[config.mk]
export PLATFORM = sky130hd
export DESIGN_NAME = padding_read_ctrl_l10
export DESIGN_NICKNAME = d
export VERILOG_FILES = /design/src/rtl/padding_read_ctrl_l10_pkg.sv /design/src/rtl/padding_tag_delay.sv /design/src/rtl/padding_read_ctrl_l10.sv
export SDC_FILE = /design/constraint.sdc
export NUM_CORES = 1
export LEC_CHECK = 0
export BUFFER_PORTS_ARGS = -buffer_cell sky130_fd_sc_hd__buf_2
export CAP_MARGIN = 20
export CORE_ASPECT_RATIO = 0.5
export CORE_MARGIN = 2
export CORE_UTILIZATION = 29
export DETAILED_ROUTE_END_ITERATION = 10
export MAX_ROUTING_LAYER = met4
export PLACE_DENSITY = 0.48
export SLEW_MARGIN = 20
export SYNTH_ARGS = -nofsm -noshare
export SYNTH_HDL_FRONTEND = slang
export SYNTH_HIERARCHICAL = 1
export SYNTH_SLANG_ARGS = --single-unit
[constraint.sdc]
create_clock -name clk -period 2.5 [get_ports clk]
set_clock_uncertainty 0.1 [all_clocks]
set_input_delay 0.125 -clock clk [delete_from_list [all_inputs] [get_ports clk]]
set_output_delay 0.125 -clock clk [all_outputs]
set_load 0.01 [all_outputs]
[src/rtl/padding_read_ctrl_l10_pkg.sv]
// Shared definitions for the layer-10 padded feature-map read controller:
// per-layer geometry, scan FSM states and the tag carried alongside BRAM reads.
package padding_read_ctrl_l10_pkg;

    localparam int L10_IMG_W    = 14;
    localparam int L10_IMG_H    = 14;
    localparam int L10_PAD      = 1;
    localparam int L10_ADDR_W   = 8;
    localparam int L10_BRAM_LAT = 1;

    typedef enum logic [1:0] {
        IDLE  = 2'd0,
        RUN   = 2'd1,
        DRAIN = 2'd2
    } state_e;

    typedef struct packed {
        logic valid;
        logic pad;
        logic last;
    } pad_tag_t;

    // Bits needed to count 0..n-1 (at least one bit).
    function automatic int cnt_w(input int n);
        return (n < 2) ? 1 : $clog2(n);
    endfunction

endpackage

[src/rtl/padding_tag_delay.sv]
// LAT-deep shift register for the {valid, pad, last} beat tag; freezes while
// the enable is low so the tag stays aligned with a stalled BRAM output.
module padding_tag_delay
    import padding_read_ctrl_l10_pkg::*;
#(
    parameter int LAT = 1
) (
    input  logic     clk,
    input  logic     rst,
    input  logic     i_en,
    input  pad_tag_t i_tag,
    output pad_tag_t o_tag
);

    pad_tag_t r_pipe [LAT];

    always_ff @(posedge clk) begin
        if (rst) begin
            for (int i = 0; i < LAT; i++) begin
                r_pipe[i] <= '0;
            end
        end else if (i_en) begin
            r_pipe[0] <= i_tag;
            for (int i = 1; i < LAT; i++) begin
                r_pipe[i] <= r_pipe[i-1];
            end
        end
    end

    assign o_tag = r_pipe[LAT-1];

endmodule

[src/rtl/padding_read_ctrl_l10.sv]
// Raster scan of the zero-padded frame: interior positions issue BRAM reads,
// border positions raise pad_sel, with the tag delayed to match read latency.
module padding_read_ctrl_l10
    import padding_read_ctrl_l10_pkg::*;
#(
    parameter int IMG_W    = L10_IMG_W,
    parameter int IMG_H    = L10_IMG_H,
    parameter int PAD      = L10_PAD,
    parameter int ADDR_W   = L10_ADDR_W,
    parameter int BRAM_LAT = L10_BRAM_LAT
) (
    input  logic              clk,
    input  logic              rst,
    input  logic              start,
    input  logic              hold,
    output logic [ADDR_W-1:0] bram_addr,
    output logic              bram_en,
    output logic              pad_sel,
    output logic              out_valid,
    output logic              frame_done,
    output logic              busy
);

    localparam int PW = IMG_W + 2 * PAD;
    localparam int PH = IMG_H + 2 * PAD;
    localparam int CW = cnt_w(PW);
    localparam int RW = cnt_w(PH);
    localparam int DW = cnt_w(BRAM_LAT);

    state_e            r_state;
    state_e            w_state_nxt;
    logic [RW-1:0]     r_row;
    logic [CW-1:0]     r_col;
    logic [ADDR_W-1:0] r_rd_ptr;
    logic [ADDR_W-1:0] r_addr_hold;
    logic [DW-1:0]     r_drain_cnt;

    logic              w_issue;
    logic              w_border;
    logic              w_rd;
    logic              w_col_end;
    logic              w_last_pos;
    pad_tag_t          w_tag_in;
    pad_tag_t          w_tag_out;

    // Signed compares keep PAD=0 legal without constant-false unsigned tests.
    function automatic logic row_is_border(input logic [RW-1:0] r);
        int ri;
        ri = int'(r);
        return (ri < PAD) || (ri >= IMG_H + PAD);
    endfunction

    function automatic logic col_is_border(input logic [CW-1:0] c);
        int ci;
        ci = int'(c);
        return (ci < PAD) || (ci >= IMG_W + PAD);
    endfunction

    assign w_issue    = (r_state == RUN) && !hold;
    assign w_border   = row_is_border(r_row) || col_is_border(r_col);
    assign w_rd       = w_issue && !w_border;
    assign w_col_end  = (r_col == CW'(PW - 1));
    assign w_last_pos = w_col_end && (r_row == RW'(PH - 1));

    always_comb begin
        w_state_nxt = r_state;
        case (r_state)
            IDLE: begin
                if (start) begin
                    w_state_nxt = RUN;
                end
            end
            RUN: begin
                if (w_issue && w_last_pos) begin
                    w_state_nxt = DRAIN;
                end
            end
            DRAIN: begin
                if (!hold && (r_drain_cnt == DW'(BRAM_LAT - 1))) begin
                    w_state_nxt = IDLE;
                end
            end
            default: w_state_nxt = IDLE;
        endcase
    end

    always_ff @(posedge clk) begin
        if (rst) begin
            r_state <= IDLE;
        end else begin
            r_state <= w_state_nxt;
        end
    end

    // Issue stage: position counters and the running read pointer.
    always_ff @(posedge clk) begin
        if (rst) begin
            r_row       <= '0;
            r_col       <= '0;
            r_rd_ptr    <= '0;
            r_addr_hold <= '0;
        end else if ((r_state == IDLE) && start) begin
            r_row    <= '0;
            r_col    <= '0;
            r_rd_ptr <= '0;
        end else if (w_issue) begin
            if (w_col_end) begin
                r_col <= '0;
                r_row <= w_last_pos ? '0 : r_row + RW'(1);
            end else begin
                r_col <= r_col + CW'(1);
            end
            if (w_rd) begin
                r_rd_ptr    <= r_rd_ptr + ADDR_W'(1);
                r_addr_hold <= r_rd_ptr;
            end
        end
    end

    always_ff @(posedge clk) begin
        if (rst) begin
            r_drain_cnt <= '0;
        end else if (r_state != DRAIN) begin
            r_drain_cnt <= '0;
        end else if (!hold) begin
            r_drain_cnt <= r_drain_cnt + DW'(1);
        end
    end

    always_comb begin
        w_tag_in = '0;
        if (w_issue) begin
            w_tag_in.valid = 1'b1;
            w_tag_in.pad   = w_border;
            w_tag_in.last  = w_last_pos;
        end
    end

    // Tag pipe: matches the BRAM read latency and stalls with hold.
    padding_tag_delay #(
        .LAT (BRAM_LAT)
    ) u_tag_delay (
        .clk   (clk),
        .rst   (rst),
        .i_en  (!hold),
        .i_tag (w_tag_in),
        .o_tag (w_tag_out)
    );

    // Output stage: mux select and beat qualifiers.
    assign bram_en    = w_rd;
    assign bram_addr  = w_rd ? r_rd_ptr : r_addr_hold;
    assign pad_sel    = w_tag_out.pad;
    assign out_valid  = w_tag_out.valid && !hold;
    assign frame_done = out_valid && w_tag_out.last;
    assign busy       = (r_state != IDLE);

endmodule

# Yosys cells after proc, flatten, opt, wreduce, memory -nomap -nowiden
# Memory sizes are Yosys's and may differ from the RTL's.
# Index checks and enable logic that the tools add are counted.
dict set report word_totals {
  ram_bits 3
  out_inout_bits 13
  elab_cells 62
  n_memories 1
  inputBits 4
  reg_bits 27
}
dict set report classes {
  reduce_logical 22
  muxes 15
  magnitude_cmp 4
  bitwise_logic 2
  eq_ne 8
  n_addsub 4
}
# memory words width read_ports rd_ports_with_merged_regs write_ports line_no
set memory_table {}
lappend memory_table {u_tag_delay.r_pipe 1 3 1 0 1 padding_tag_delay.sv:15} ;# pad_tag_t r_pipe [LAT];
# cell n
set op_table {}
lappend op_table {{4-bit by 1-bit adder with 4-bit output (second input constant)} 2}
lappend op_table {{8-bit by 1-bit adder with 8-bit output (second input constant)} 1}
lappend op_table {{4-bit equality test (second input constant)} 2}
lappend op_table {{4-bit greater-or-equal comparator (second input constant)} 2}
lappend op_table {{1-bit logical AND} 8}
lappend op_table {{4-bit by 1-bit < comparator with 1-bit output (second input constant)} 2}
lappend op_table {{4-bit 2-to-1 mux} 2}
lappend op_table {{8-bit 2-to-1 mux} 1}
lappend op_table {{1-bit 2-to-1 mux} 6}
lappend op_table {{2-bit 2-to-1 mux} 3}
lappend op_table {{3-bit 2-to-1 mux} 2}
lappend op_table {{2-bit inequality test (second input constant)} 3}
lappend op_table {{2-bit case mux with 3 select lines} 1}
lappend op_table {{2-bit AND reduction} 3}
lappend op_table {{2-bit OR reduction} 2}
lappend op_table {{1-bit logical OR} 3}
lappend op_table {{3-bit AND reduction} 1}
lappend op_table {{3-bit OR reduction} 1}
lappend op_table {{2-bit by 1-bit equality test with 1-bit output (second input constant)} 1}
lappend op_table {{2-bit equality test (second input constant)} 1}
lappend op_table {{1-bit logical NOT} 2}
lappend op_table {{2-bit logical NOT} 1}
lappend op_table {{2-bit by 1-bit inequality test with 1-bit output (second input constant)} 1}
lappend op_table {{1-bit NOT} 2}
lappend op_table {{2 further kinds} 2}

# Depth between registers and ports, before layout
dict set report logic_depth {
  depth_word 6
  ltp_mapped 8
  mapped_depth_nobuf 7
}

# Cells and area by module
# Netlist, hierarchy kept.
# mod cells_each area_per_inst_um2 seq_area_each_um2 instances
set modules_own_cells {}
lappend modules_own_cells {padding_read_ctrl_l10 163 1295.0 540.5 1}
lappend modules_own_cells {padding_tag_delay 7 122.6 90.1 1}

# Worst setup path after synthesis
# No wires, ideal clock.
dict set report synth_timing {
  path_type {register to register}
  start {reg r_row[0]}
  end {reg r_rd_ptr[3]}
  period_less_slack_ns 2.071
  arrival_ns 1.900
  stages_incl_launch_ff 8
  setup_slack_ns 0.429
  t_required_ns 2.330
  cell_sequence {dfxtp_1 -> inv_1 -> ha_1 -> nor3b_1 -> or4_4 -> buf_6 -> or3_1 -> a21oi_1}
}
dict set report synth_between {
  elab_chain_cells 6
  elab_cells_between_ends 7
  cone_classes {order compare: 2; reduce/logical: 5}
}
# element line_no
set synth_rtl {}
lappend synth_rtl {{start, declared} padding_read_ctrl_l10.sv:32} ;# logic [RW-1:0] r_row;
lappend synth_rtl {{start signal, assigned} padding_read_ctrl_l10.sv:109} ;# r_row <= w_last_pos ? '0 : r_row + RW'(1);
lappend synth_rtl {{4-bit by 1-bit < comparator with 1-bit output or 4-bit greater-or-equal comparator (tied branches)} padding_read_ctrl_l10.sv:50} ;# return (ri < PAD) || (ri >= IMG_H + PAD);
lappend synth_rtl {{1-bit logical OR (*)} padding_read_ctrl_l10.sv:50}
lappend synth_rtl {{1-bit logical OR (*)} padding_read_ctrl_l10.sv:60} ;# assign w_border = row_is_border(r_row) || col_is_border(r_col);
lappend synth_rtl {{1-bit logical NOT (*)} padding_read_ctrl_l10.sv:61} ;# assign w_rd = w_issue && !w_border;
lappend synth_rtl {{1-bit logical AND (*)} padding_read_ctrl_l10.sv:61}
lappend synth_rtl {{2-bit AND reduction (no source line) (*)} -}
lappend synth_rtl {{end signal, assigned} padding_read_ctrl_l10.sv:114} ;# r_rd_ptr <= r_rd_ptr + ADDR_W'(1);
lappend synth_rtl {{end, declared} padding_read_ctrl_l10.sv:34} ;# logic [ADDR_W-1:0] r_rd_ptr;
# Every way passes the cells marked *; elsewhere a longest branch is shown, timed or not.
# A chain may end at the register's enable or synchronous reset.

# Worst setup path after layout
dict set report layout_timing {
  start {reg r_row[1]}
  end {reg r_rd_ptr[4]}
}
# Same word-level chain as after synthesis.

==> results_dict.tcl <==
set metrics [dict create \
    routed_wl_mm 3.25 \
    die_h_um 53.4 \
    crit_fanout 12 \
    endpoint_kind "register" \
    syn_to_final_growth_pct 17.7 \
    fin_nets 198 \
    antenna_found_initial 0 \
    pwr-share-comb_pct 4.8 \
    synth_area_leaders "dfxtp_1 38%, a21oi_1 7.1%, edfxtp_1 6.4%" \
    hp-class "input port to register" \
    slew_viol_final 0 \
    die_x_um 103 \
    r2r_slack_ns 0.10 \
    boundaryPins 17 \
    syn_area_per_cell_um2 8.34 \
    ys_seq_elements 30 \
    final.setup.tns_ns 0 \
    vias_per_cell 4.85 \
    drc 0 \
    cts.hold.buffers_added 0 \
    internal-power_uw 694 \
    crit_required_ns 2.61 \
    overflow 0 \
    initial_core_util_pct 31.1 \
    critPathArrivalTime_ns 2.51 \
    max_freq_ghz 0.417 \
    via_count 1242 \
    num_rows 17 \
    htreeDepth 2 \
    final_hold_viol_count 0 \
    cts.reportedPaths.clkPinSlew_ns 0.07 \
    drt_iter0_drc 35 \
    p_sw_uw 212 \
    switching_share_pct 23.4 \
    path_class "register to register" \
    pwr_density_cell_nw_per_um2 543 \
    netlist_area_um2 1420 \
    antenna_left 0 \
    grt_pass1_vias 1134 \
    cts_buffers 5 \
    r2r-end "r_rd_ptr[4]$_SDFFE_PP0P_" \
    clkSinkCount 30 \
    diodes 0 \
    ys_seq_area_share_pct 44.5 \
    syn_inst 170 \
    grt_use_total_pct 13.8 \
    yosysUniqueCellTypes 33 \
    min_period_ns 2.40 \
    core_um2 4550 \
    hold_depth 3 \
    r2r_start "r_row[1]$_SDFFE_PP0P_" \
    syn_nets 179 \
    yosysWarnings 6 \
    wl_per_cell_um 12.7 \
    clockBufferDepth 2 \
    relSlewSlack_pct 55.8 \
    dpl.hpwl_mm 2.04 \
    gp_congestion 0.761 \
    final_util_pct 36.6 \
    synth_area_leader_cell "dfxtp_1" \
    status "finished, final reports clean" \
    period_share_pct 95.9 \
    grt_max_degree 21 \
    hold_end "r_state[0]$_SDFFE_PP0P_" \
    p_clk_share_pct 40.8 \
    clk_latency_ns 0.28 \
    max_slew.worst_pin.slew_ns 0.661 \
    p_seq_share_pct 54.4 \
    cts_tree "built" \
    grt_pass1_wl_mm 5.46 \
    setup_viol 0 \
    drv_cap 0 \
    yosysTopAreaCellShare_pct 38.1 \
    post_cts_buffers 0 \
    reg2regPathDepth 5 \
    leakage_uw 0.000680 \
    drt_first_pass_iters 4 \
    max-vdd-ir-drop_mv 0.161 \
    io_buffers 16 \
    min_from "start" \
    root_buffer "clkbuf_8" \
    power_uw 906 \
    final_layout_size_suffix_gt1_share_pct 16.3 \
    rsz0062_at_grt "false" \
    die-area_um2 5500 \
    start_kind "register" \
]
-- cells by family (layout without fill, tap and decap cells) --
family,Yosys count,in the layout,share of synthesized area (%)
fa+ha+maj,5,5,4.41
compound gates,40,40,15.4
buf+inv,17,35,5.03
simple gates,73,75,27.6
xor+xnor,5,5,3.09
flops,30,30,44.5
-- layer usage --
layer	track usage [%]	part of all wire (%)	up-vias
li1	-	-	645
met1	18.0	56	578
met2	20.2	39	14
met3	3.96	3.4	5
met4	5.92	1.5	0
met5	-	0	-
-- layout by cell type, fill, tap and decap left out, types with 3 or more instances in the layout --
| master | n |
|---|---|
| nor2_1 | 8 |
| xor2_1 | 3 |
| edfxtp_1 | 3 |
| buf_4 | 3 |
| nand3_1 | 14 |
| dfxtp_1 | 26 |
| o21ai_0 | 6 |
| and2_1 | 3 |
| o21ai_1 | 7 |
| and3b_1 | 3 |
| a21oi_1 | 20 |
| or4_1 | 3 |
| buf_2 | 16 |
| clkbuf_8 | 5 |
| nand4_1 | 4 |
| nand2_1 | 21 |
| inv_1 | 8 |
| ha_1 | 5 |
| or3_1 | 4 |
| o31ai_1 | 3 |
-- power groups by stage --
stage / logic (uW) / registers [uW] / clock network (uW)
3_3_place_gp: 42.4 / 503 / 0
2_1_floorplan: 26.7 / 504 / 0
3_5_place_dp: 43.0 / 503 / 0
5_1_grt: 48.6 / 493 / 404
4_1_cts: 43.4 / 493 / 383
6_report: 43.2 / 493 / 370
-- sequential cells by signal, summed over array words and instances (netlist names) --
| register | count |
|---|---|
| r_state | 2 |
| r_drain_cnt | 1 |
| r_rd_ptr | 8 |
| r_col | 4 |
| r_addr_hold | 8 |
| r_row | 4 |
| u_tag_delay/r_pipe | 3 |
-- cell type report --
type | count | area [um2]
fill | 495 | 2880
multi-input combinational | 125 | 739
sequential | 30 | 632
timing repair buffer | 19 | 103
tap | 66 | 82.6
clock buffer | 6 | 72.6
inverter | 8 | 30.0
clock inverter | 2 | 8.76
-- what timing repair did --
| item | in CTS | in global routing |
|---|---|---|
| cloned | 1 | 1 |
| setup endpoints to repair | 4 | 8 |
| gates resized for setup | 0 | 7 |
| pin swaps | 1 | 1 |
-- per-stage QoR --
step	worst slack [ns]	cells	instance area, um2	hold WS (ns)
final	0.103	256	1670	0.0116
after global routing	0.0104	256	1670	0.0161
after CTS	0.0114	255	1650	0.00541
after detailed placement	0.186	246	1560	0.311
after global placement	0.239	246	1560	0.305
after floorplan	0.429	170	1420	0.103
-- how the worst max path moves through the flow --
stage	from	end	slack, ns	cells past startpoint
2_1_floorplan	r_row[0]$_SDFFE_PP0P_	r_rd_ptr[3]$_SDFFE_PP0P_	0.43	7
3_3_place_gp	r_row[0]$_SDFFE_PP0P_	r_rd_ptr[6]$_SDFFE_PP0P_	0.24	6
3_5_place_dp	r_row[0]$_SDFFE_PP0P_	r_rd_ptr[6]$_SDFFE_PP0P_	0.19	6
4_1_cts	r_row[0]$_SDFFE_PP0P_	bram_addr[6]	0.01	6
5_1_grt	r_row[1]$_SDFFE_PP0P_	r_rd_ptr[3]$_SDFFE_PP0P_	0.01	5
6_report	r_row[1]$_SDFFE_PP0P_	r_rd_ptr[4]$_SDFFE_PP0P_	0.10	5
-- worst max-delay path, cell delays in order (launching register included) --
cell and delay (ns):
dfxtp_1 0.35, ha_1 0.23, and3_1 0.26, or4_2 0.85, or3_1 0.39, a21oi_1 0.14
-- Yosys cell counts --
cell type	count
buf_6	1
dfxtp_1	27
and4_1	1
nand2_1	21
clkbuf_1	7
or4_4	1
or4_1	3
o31ai_1	3
nand4_1	4
and3_1	2
o21ai_1	4
or2_1	1
a41oi_1	1
xnor2_1	2
nor4_1	1
ha_1	5
o21ai_0	10
nor2b_1	2
nor2_1	8
a21oi_1	20
nor3b_1	2
inv_1	8
and2_1	3
nor4_2	1
edfxtp_1	3
nor3_1	2
buf_1	1
a21o_1	1
or3_1	4
xor2_1	3
a311oi_1	1
nand3_1	14
and3b_1	3
Power figures use the tool's default switching activity.
